<file path="src/rtl/aes_csr_pkg.sv">
// Shared register map, field positions and address decode for the AES CSR responder.
package aes_csr_pkg;

  localparam logic [31:0] KEY_OFFSET    = 32'h00;
  localparam logic [31:0] IV_OFFSET     = 32'h20;
  localparam logic [31:0] DIN_OFFSET    = 32'h30;
  localparam logic [31:0] DOUT_OFFSET   = 32'h40;
  localparam logic [31:0] CTRL_OFFSET   = 32'h50;
  localparam logic [31:0] TRIG_OFFSET   = 32'h54;
  localparam logic [31:0] STATUS_OFFSET = 32'h58;

  localparam int unsigned CTRL_MODE_BIT         = 0;
  localparam int unsigned CTRL_KEY_LEN_LSB      = 1;
  localparam int unsigned TRIG_START_BIT        = 0;
  localparam int unsigned TRIG_CLR_DOUT_BIT     = 1;
  localparam int unsigned STATUS_IDLE_BIT       = 0;
  localparam int unsigned STATUS_IN_READY_BIT   = 1;
  localparam int unsigned STATUS_OUT_VALID_BIT  = 2;

  typedef enum logic [1:0] {
    KeyLen128  = 2'd0,
    KeyLen192  = 2'd1,
    KeyLen256  = 2'd2,
    KeyLenRsvd = 2'd3
  } key_len_e;

  typedef enum logic [2:0] {
    RegKey, RegIv, RegDin, RegDout, RegCtrl, RegTrig, RegStatus, RegNone
  } reg_e;

  typedef struct packed {
    reg_e       kind;
    logic [2:0] word;
    logic       legal;
  } csr_dec_t;

  function automatic csr_dec_t aes_csr_decode(input logic [31:0] addr);
    csr_dec_t dec;
    dec.kind = RegNone;
    dec.word = {1'b0, addr[3:2]};
    if (addr[1:0] == 2'b00) begin
      if (addr < IV_OFFSET) begin
        dec.kind = RegKey;
        dec.word = addr[4:2];
      end else if (addr < DIN_OFFSET) begin
        dec.kind = RegIv;
      end else if (addr < DOUT_OFFSET) begin
        dec.kind = RegDin;
      end else if (addr < CTRL_OFFSET) begin
        dec.kind = RegDout;
      end else if (addr == CTRL_OFFSET) begin
        dec.kind = RegCtrl;
      end else if (addr == TRIG_OFFSET) begin
        dec.kind = RegTrig;
      end else if (addr == STATUS_OFFSET) begin
        dec.kind = RegStatus;
      end
    end
    dec.legal = (dec.kind != RegNone);
    return dec;
  endfunction

endpackage

</file>
<file path="src/rtl/aes_csr_responder.sv">
// CSR slave for one AES core: holds key/IV/data/control, issues start, captures result.
module aes_csr_responder
  import aes_csr_pkg::*;
#(
  parameter int unsigned ADDR_WIDTH = 32,
  parameter int unsigned DATA_WIDTH = 32
) (
  input  logic                  clk_i,
  input  logic                  rst_i,
  input  logic                  acc_en,
  input  logic                  wr_en,
  input  logic [ADDR_WIDTH-1:0] addr,
  input  logic [DATA_WIDTH-1:0] wdata,
  output logic [DATA_WIDTH-1:0] rdata,
  output logic                  rvalid,
  output logic                  err,
  output logic [255:0]          key_o,
  output logic [127:0]          iv_o,
  output logic [127:0]          din_o,
  output logic                  mode_o,
  output logic [1:0]            key_len_o,
  output logic                  start_o,
  input  logic                  busy_i,
  input  logic                  done_i,
  input  logic [127:0]          dout_i
);

  logic [DATA_WIDTH-1:0] key_q  [8];
  logic [DATA_WIDTH-1:0] iv_q   [4];
  logic [DATA_WIDTH-1:0] din_q  [4];
  logic [DATA_WIDTH-1:0] dout_q [4];
  logic                  mode_q;
  key_len_e              key_len_q;
  logic [3:0]            din_mask_q;
  logic                  out_valid_q;
  logic [DATA_WIDTH-1:0] rdata_q;
  logic                  rvalid_q;
  logic                  err_q;
  logic                  start_q;

  csr_dec_t              dec;
  logic                  in_ready;
  logic                  acc_err;
  logic [DATA_WIDTH-1:0] rd_data;
  logic                  wr_ok;
  logic                  start_ok;
  logic                  clr_dout;
  key_len_e              wr_key_len;

  assign dec        = aes_csr_decode(32'(addr));
  assign in_ready   = &din_mask_q;
  assign wr_key_len = key_len_e'(wdata[CTRL_KEY_LEN_LSB +: 2]);

  always_comb begin
    acc_err = 1'b0;
    rd_data = '0;
    if (acc_en) begin
      if (!dec.legal) begin
        acc_err = 1'b1;
      end else if (wr_en) begin
        case (dec.kind)
          RegKey, RegIv, RegDin: acc_err = busy_i;
          RegCtrl:               acc_err = busy_i || (wr_key_len == KeyLenRsvd);
          RegTrig:               acc_err = wdata[TRIG_START_BIT] && (busy_i || !in_ready);
          default:               acc_err = 1'b1; // DOUT and STATUS are read-only
        endcase
      end else begin
        // Write-only registers read back as zero without error.
        case (dec.kind)
          RegIv:   rd_data = iv_q[dec.word[1:0]];
          RegDout: rd_data = dout_q[dec.word[1:0]];
          RegCtrl: begin
            rd_data[CTRL_MODE_BIT]         = mode_q;
            rd_data[CTRL_KEY_LEN_LSB +: 2] = key_len_q;
          end
          RegStatus: begin
            rd_data[STATUS_IDLE_BIT]      = !busy_i;
            rd_data[STATUS_IN_READY_BIT]  = in_ready;
            rd_data[STATUS_OUT_VALID_BIT] = out_valid_q;
          end
          default: ;
        endcase
      end
    end
  end

  assign wr_ok    = acc_en && wr_en && !acc_err;
  assign start_ok = wr_ok && (dec.kind == RegTrig) && wdata[TRIG_START_BIT];
  assign clr_dout = (wr_ok && (dec.kind == RegTrig) && wdata[TRIG_CLR_DOUT_BIT]) ||
                    (acc_en && !wr_en && (dec.kind == RegDout) && (dec.word[1:0] == 2'd3));

  always_ff @(posedge clk_i or posedge rst_i) begin
    if (rst_i) begin
      for (int i = 0; i < 8; i++) key_q[i] <= '0;
      for (int i = 0; i < 4; i++) begin
        iv_q[i]   <= '0;
        din_q[i]  <= '0;
        dout_q[i] <= '0;
      end
      mode_q      <= 1'b0;
      key_len_q   <= KeyLen128;
      din_mask_q  <= '0;
      out_valid_q <= 1'b0;
      rdata_q     <= '0;
      rvalid_q    <= 1'b0;
      err_q       <= 1'b0;
      start_q     <= 1'b0;
    end else begin
      rvalid_q <= acc_en && !wr_en;
      rdata_q  <= rd_data;
      err_q    <= acc_err;
      start_q  <= start_ok;

      if (wr_ok) begin
        case (dec.kind)
          RegKey: key_q[dec.word]      <= wdata;
          RegIv:  iv_q[dec.word[1:0]]  <= wdata;
          RegDin: din_q[dec.word[1:0]] <= wdata;
          RegCtrl: begin
            mode_q    <= wdata[CTRL_MODE_BIT];
            key_len_q <= wr_key_len;
          end
          default: ;
        endcase
      end

      if (start_ok) begin
        din_mask_q <= '0;
      end else if (wr_ok && (dec.kind == RegDin)) begin
        din_mask_q[dec.word[1:0]] <= 1'b1;
      end

      // A completion in the same cycle as a clear leaves the new result valid.
      if (done_i) begin
        out_valid_q <= 1'b1;
        for (int i = 0; i < 4; i++) dout_q[i] <= dout_i[32*i +: 32];
      end else if (clr_dout) begin
        out_valid_q <= 1'b0;
      end
    end
  end

  assign rdata     = rdata_q;
  assign rvalid    = rvalid_q;
  assign err       = err_q;
  assign start_o   = start_q;
  assign mode_o    = mode_q;
  assign key_len_o = key_len_q;
  assign key_o     = {key_q[7], key_q[6], key_q[5], key_q[4],
                      key_q[3], key_q[2], key_q[1], key_q[0]};
  assign iv_o      = {iv_q[3], iv_q[2], iv_q[1], iv_q[0]};
  assign din_o     = {din_q[3], din_q[2], din_q[1], din_q[0]};

endmodule

</file>
<file path="config.mk">
export PLATFORM = sky130hd
export DESIGN_NAME = aes_csr_responder
export DESIGN_NICKNAME = d
export VERILOG_FILES = /design/src/rtl/aes_csr_pkg.sv /design/src/rtl/aes_csr_responder.sv
export SDC_FILE = /design/constraint.sdc
export NUM_CORES = 1
export LEC_CHECK = 0
export ABC_AREA = 0
export BUFFER_PORTS_ARGS = -buffer_cell sky130_fd_sc_hd__buf_2
export CORE_MARGIN = 2
export CORE_UTILIZATION = 25
export DETAILED_ROUTE_END_ITERATION = 10
export GPL_TIMING_DRIVEN = 0
export SYNTH_ARGS = -nofsm -noshare
export SYNTH_HDL_FRONTEND = slang
export SYNTH_SLANG_ARGS = --single-unit
export TNS_END_PERCENT = 100
</file>
<file path="constraint.sdc">
create_clock -name clk_i -period 22.8 [get_ports clk_i]
set_clock_uncertainty 0.15 [all_clocks]
set_input_delay 3.42 -clock clk_i [delete_from_list [all_inputs] [get_ports clk_i]]
set_output_delay 3.42 -clock clk_i [all_outputs]
set_load 0.02 [all_outputs]
</file>
# Word level (Yosys, flattened, before mapping)
# Index checks and enable logic that the tools add are counted.
# word_totals
register_bits	683
# op_classes
n_reduce_logical	30
n_eq_ne	12
mux	37
n_bitwise	3
order_cmp	10
# op_table
operator	count
2-to-1 mux 32 bit	9
bitwise mux 128 bit	2
bitwise mux 256 bit	1
binary-select mux 32 bit (select 2 bit)	2
demux 32 bit (select 3 bit)	1
equality test 32 x 7 -> 1 bit (second input constant)	3
demux 32 bit (select 2 bit)	1
less-than comparator 32 x 6 -> 1 bit (second input constant)	2
less-than comparator 32 x 7 -> 1 bit (second input constant)	2
one-hot mux 29 bit (2 select lines)	1
2-to-1 mux 3 bit	5
logical AND 1 bit	13
one-hot mux 3 bit (4 select lines)	1
equality test 3 bit (second input constant)	3
2-to-1 mux 4 bit	2
AND reduction 2 bit	4
2-to-1 mux 1 bit	7
equality test 3 x 2 -> 1 bit (second input constant)	2
2-to-1 mux 6 bit	1
equality test 2 bit (second input constant)	2
>= comparator 4 bit (second input constant)	1
zero test 1 bit	4
less-than comparator 4 x 1 -> 1 bit (second input constant)	1
2-to-1 mux 2 bit	2
17 further kinds	20

# Logic depth before layout (Yosys ltp)
# logic_depth
depth_word	22
mapped_depth	9
mapped_depth_nobuf	5

# Worst setup path before layout
# OpenSTA, ideal clock, no wires.
# synth_timing
kind	input port to flip-flop
startpoint	input port addr[5]
endpoint	register iv_q (netlist bit iv_o[1])
required_time_ns	22.525
slack_ns	17.291
arrival_ns	5.235
setup_time_ns	0.125
path_stages	7
cell_sequence	buf_2 > nor4b_4 > a31oi_1 > o2111a_1 > nand3_1 > buf_4 > mux2_2
# synth_between
elab_chain_cells	18
word_cells_on_any_way	29
classes_between	order compare (4); eq/ne (8); mux (12); reduce/logical (5)
# synth_rtl
element	line_no	rtl
start: declaration	aes_csr_responder.sv:12	input logic [ADDR_WIDTH-1:0] addr,
parallel branches: the longest is 7 deep, another holds less-than comparator 32 x 7 -> 1 bit	-	
2-to-1 mux 3 bit *	aes_csr_pkg.sv:42	if (addr < IV_OFFSET) begin
2-to-1 mux 6 bit *	aes_csr_pkg.sv:41	if (addr[1:0] == 2'b00) begin
equality test 3 x 2 -> 1 bit, or another cell as far along	aes_csr_responder.sv:61	case (dec.kind)
OR reduction 3 bit	aes_csr_responder.sv:61	
one-hot mux 1 bit (3 select lines)	aes_csr_responder.sv:61	
2-to-1 mux 1 bit	aes_csr_responder.sv:60	end else if (wr_en) begin
2-to-1 mux 1 bit	aes_csr_responder.sv:58	if (!dec.legal) begin
2-to-1 mux 1 bit	aes_csr_responder.sv:57	if (acc_en) begin
zero test 1 bit	aes_csr_responder.sv:87	assign wr_ok = acc_en && wr_en && !acc_err;
logical AND 1 bit	aes_csr_responder.sv:87	
AND reduction 2 bit (no source line) *	-	
end signal: indexed assignment	aes_csr_responder.sv:117	RegIv: iv_q[dec.word[1:0]] <= wdata;
end: declaration	aes_csr_responder.sv:29	logic [DATA_WIDTH-1:0] iv_q [4];
# Mark *: on every way between the ends.
# A chain may end at the register's enable or synchronous reset.

# Worst setup path after layout
# layout_timing
startpoint	input port addr[10]
endpoint	register key_q (netlist bit key_o[35])
# layout_between
elab_chain_cells	18
word_cells_on_any_way	37
classes_between	order compare (6); eq/ne (8); mux (16); bitwise (1); reduce/logical (6)
# layout_rtl
element	line_no	rtl
parallel branches: the longest is 8 deep, another holds less-than comparator 32 x 7 -> 1 bit	-	
2-to-1 mux 6 bit *	aes_csr_pkg.sv:41	
equality test 3 x 2 -> 1 bit, or another cell as far along	aes_csr_responder.sv:61	
OR reduction 3 bit	aes_csr_responder.sv:61	
one-hot mux 1 bit (3 select lines)	aes_csr_responder.sv:61	
2-to-1 mux 1 bit	aes_csr_responder.sv:60	
2-to-1 mux 1 bit	aes_csr_responder.sv:58	
2-to-1 mux 1 bit	aes_csr_responder.sv:57	
zero test 1 bit	aes_csr_responder.sv:87	
logical AND 1 bit	aes_csr_responder.sv:87	
AND reduction 2 bit (no source line)	-	
end signal: indexed assignment	aes_csr_responder.sv:116	RegKey: key_q[dec.word] <= wdata;
end: declaration	aes_csr_responder.sv:28	logic [DATA_WIDTH-1:0] key_q [8];
# Marked as above.

==> qor.yml <==
leakage_nw: 18.89
setup_slack_ns: 15.94
start_kind: "input pin"
clock_power_share: 0.477
grt_overflow_total: 0
swShare: 0.2333
ios: 748
ctsHoldBuffers: 0
netlist_area_um2: 27670
antenna_found_initial: 22
slew_violations: 0
dpl.hpwl_mm: 77.79
combPwrFrac: 0.053
multi_input_area_um2: 9956
post-place-ws_ns: 15.23
ys.flop_type: "dfrtp_1"
slew_headroom: 0.06072
hold_path.class: "reg2reg"
drc_errors: 0
grtUsageTotal: 0.1745
clk_path_buf_depth: 3
final_common_cell: "buf_2"
drt.antenna.violating_nets: 0
total_power_mw: 2.651
maxCapViolCount: 0
p_int_mw: 2.033
final_cell_mix: "785 x buf_2, 683 x dfrtp_1, 610 x mux2_2"
ys_ff_latch: 683
finalCritPeriodShare: 0.3010
first_pass_iters: 5
syn_avg_cell_area_um2: 16.14
place_area_um2: 33420
regArea_um2: 17090
worst_setup_path_end_kind: "flip-flop"
hold_viol: 0
worstSetupStartpoint: "addr[10]"
cts_sinks: 683
num_vias: 17920
ys_types: 47
clkLatencyLatePin_ns: 0.64
gp_congestion: 0.8120
cts_setup_buffers: 0
reg2reg_from: "din_mask_q[2]$_DFFE_PP0P_"
ctsResizeCount: 0
worstMarginPinSlew_ns: 1.396
grt_first_pass_wirelength_mm: 140.1
root_buffer: "clkbuf_16"
drive_gt1_frac: 0.6257
yosysSeqAreaShare: 0.6178
synth_cells: 1714
die_w_um: 336.7
synth.net_count: 1912
cp.required_ns: 23.17
drtIter0Drc: 861
coreArea_um2: 110200
setup_viol_count_final: 0
die_h_um: 336.7
rsz0062_at_grt: "false"
crit_type: "in2reg"
htreeDepth: 3
placementRows: 122
dieArea_um2: 113300
synth-async-reset-ratio: 1.000
layout.nets: 2743
power.switching_mw: 0.6185
grt_pass1_vias: 18530
path_max_fanout: 10
wl_mm: 102.0
vias_per_cell: 4.373
hold_start: "din_o[122]$_DFFE_PP0P_"
numCtsBuffers: 79
arrival_ns: 7.23
setup_tns_ns: 0
port_buffers: 744
synth_enable_flop_cells: 0
grt_max_degree: 130
wl_per_cell_um: 24.90
stdcell_area_um2: 36010
timing.fmax_mhz: 145.7
fillCellCount: 11160
start_util: 0.2510
layout_min_cycle_time_ns: 6.864
cts_tree: "yes"
path_clk_slew_ns: 0.06
ys_warn_count: 0
sequentialPowerShare: 0.470
layout-area-overhead-vs-synth_pct: 30.17
pwr_density_cell_nw_per_um2: 73.62
outcome: "finished clean"
ir_drop_uv: 47.27
## power groups by stage
stage,registers [mW],logic [mW],clock network (mW)
6_report,1.25,0.140,1.26
5_1_grt,1.25,0.153,1.35
4_1_cts,1.25,0.144,1.30
3_3_place_gp,1.27,0.138,0
2_1_floorplan,1.27,0.0780,0
3_5_place_dp,1.27,0.143,0
## cell type report
cell class / instances / area share
flip-flops and latches: 683 / 0.4746
multi-input cells: 901 / 0.2765
repair buffers: 750 / 0.1080
clock buffers: 113 / 0.06438
well taps: 1488 / 0.05170
plain buffers: 126 / 0.01675
clock inverters: 25 / 0.006984
inverters: 4 / 0.0006254
diodes: 7 / 0.0004864
## state kept, by name, indices dropped and copies added, names as in the netlist
name         flops
din_mask_q       4
din_o          128
dout_q         128
err              1
iv_o           128
key_len_o        2
key_o          256
mode_o           1
out_valid_q      1
rdata           32
rvalid           1
start_o          1
## logic make-up after synthesis
group                  count (synthesis)  share of synthesized area
flip-flops                           683                     0.6178
AND/OR/NAND/NOR                      136                    0.03075
buffers and inverters                130                    0.02234
multiplexers                         707                     0.3138
AO/OA/AOI/OAI                         58                    0.01529
## critical path, cell delays in order
cell	delay, ns
buf_2	0.10
nor4_1	1.14
and3_1	0.47
nand3_4	0.17
buf_6	0.21
nor2_2	0.82
buf_2	0.49
mux2_2	0.38
## synth_stat cells, types with 2 or more instances
cell type | number | share of area
o21ai_0 | 6 | 0.0011
nor2b_1 | 2 | 0.00045
o21a_1 | 4 | 0.0011
nor2_4 | 2 | 0.00081
nand2b_1 | 30 | 0.0068
nand3_1 | 14 | 0.0025
nor2_1 | 8 | 0.0011
inv_1 | 4 | 0.00054
buf_6 | 4 | 0.0016
mux2_2 | 610 | 0.25
mux2_1 | 33 | 0.013
dfrtp_1 | 683 | 0.62
buf_1 | 7 | 0.00095
nor4_4 | 4 | 0.0031
mux4_2 | 64 | 0.052
a21boi_1 | 2 | 0.00054
nand4_1 | 5 | 0.0011
and4_1 | 3 | 0.00095
nand3_2 | 2 | 0.00072
nor4_1 | 6 | 0.0014
buf_2 | 41 | 0.0074
a32oi_1 | 3 | 0.00095
buf_4 | 13 | 0.0035
nand2_1 | 39 | 0.0053
a21boi_0 | 27 | 0.0073
clkbuf_1 | 61 | 0.0083
a21oi_1 | 8 | 0.0014
and3_1 | 3 | 0.00068
nor2_2 | 8 | 0.0018
## path summary, 6_finish.rpt
| check | cells after the start | slack [ns] | to |
|---|---|---|---|
| setup / recovery | 8 | 15.94 | key_o[35]$_DFFE_PP0P_ |
| hold / removal | 1 | 0.33 | din_o[122]$_DFFE_PP0P_ |
| setup reg to reg | 6 | 19.63 | din_o[109]$_DFFE_PP0P_ |
| hold reg to reg | 1 | 0.33 | din_o[122]$_DFFE_PP0P_ |
| max in group asynchronous | 5 | 17.88 | din_o[41]$_DFFE_PP0P_ |
| min in group asynchronous | 2 | 2.56 | din_o[39]$_DFFE_PP0P_ |
## metal layers
layer	routed length (µm)	global-route usage	vias to the layer above
li1	-	-	7859
met1	42670	0.2191	9346
met2	49910	0.2901	545
met3	6526	0.04854	155
met4	2832	0.05519	10
met5	79	0	-
## metrics by stage
stage,hold slack [ns],utilization,cells
after global routing,0.3421,0.3266,4092
after detailed placement,0.3192,0.3033,3952
after floorplan,0.3138,-,1714
final,0.3288,0.3267,4097
after global placement,0.3139,0.3017,3946
after CTS,0.3316,0.3266,4090
Power figures use the tool's default switching activity.
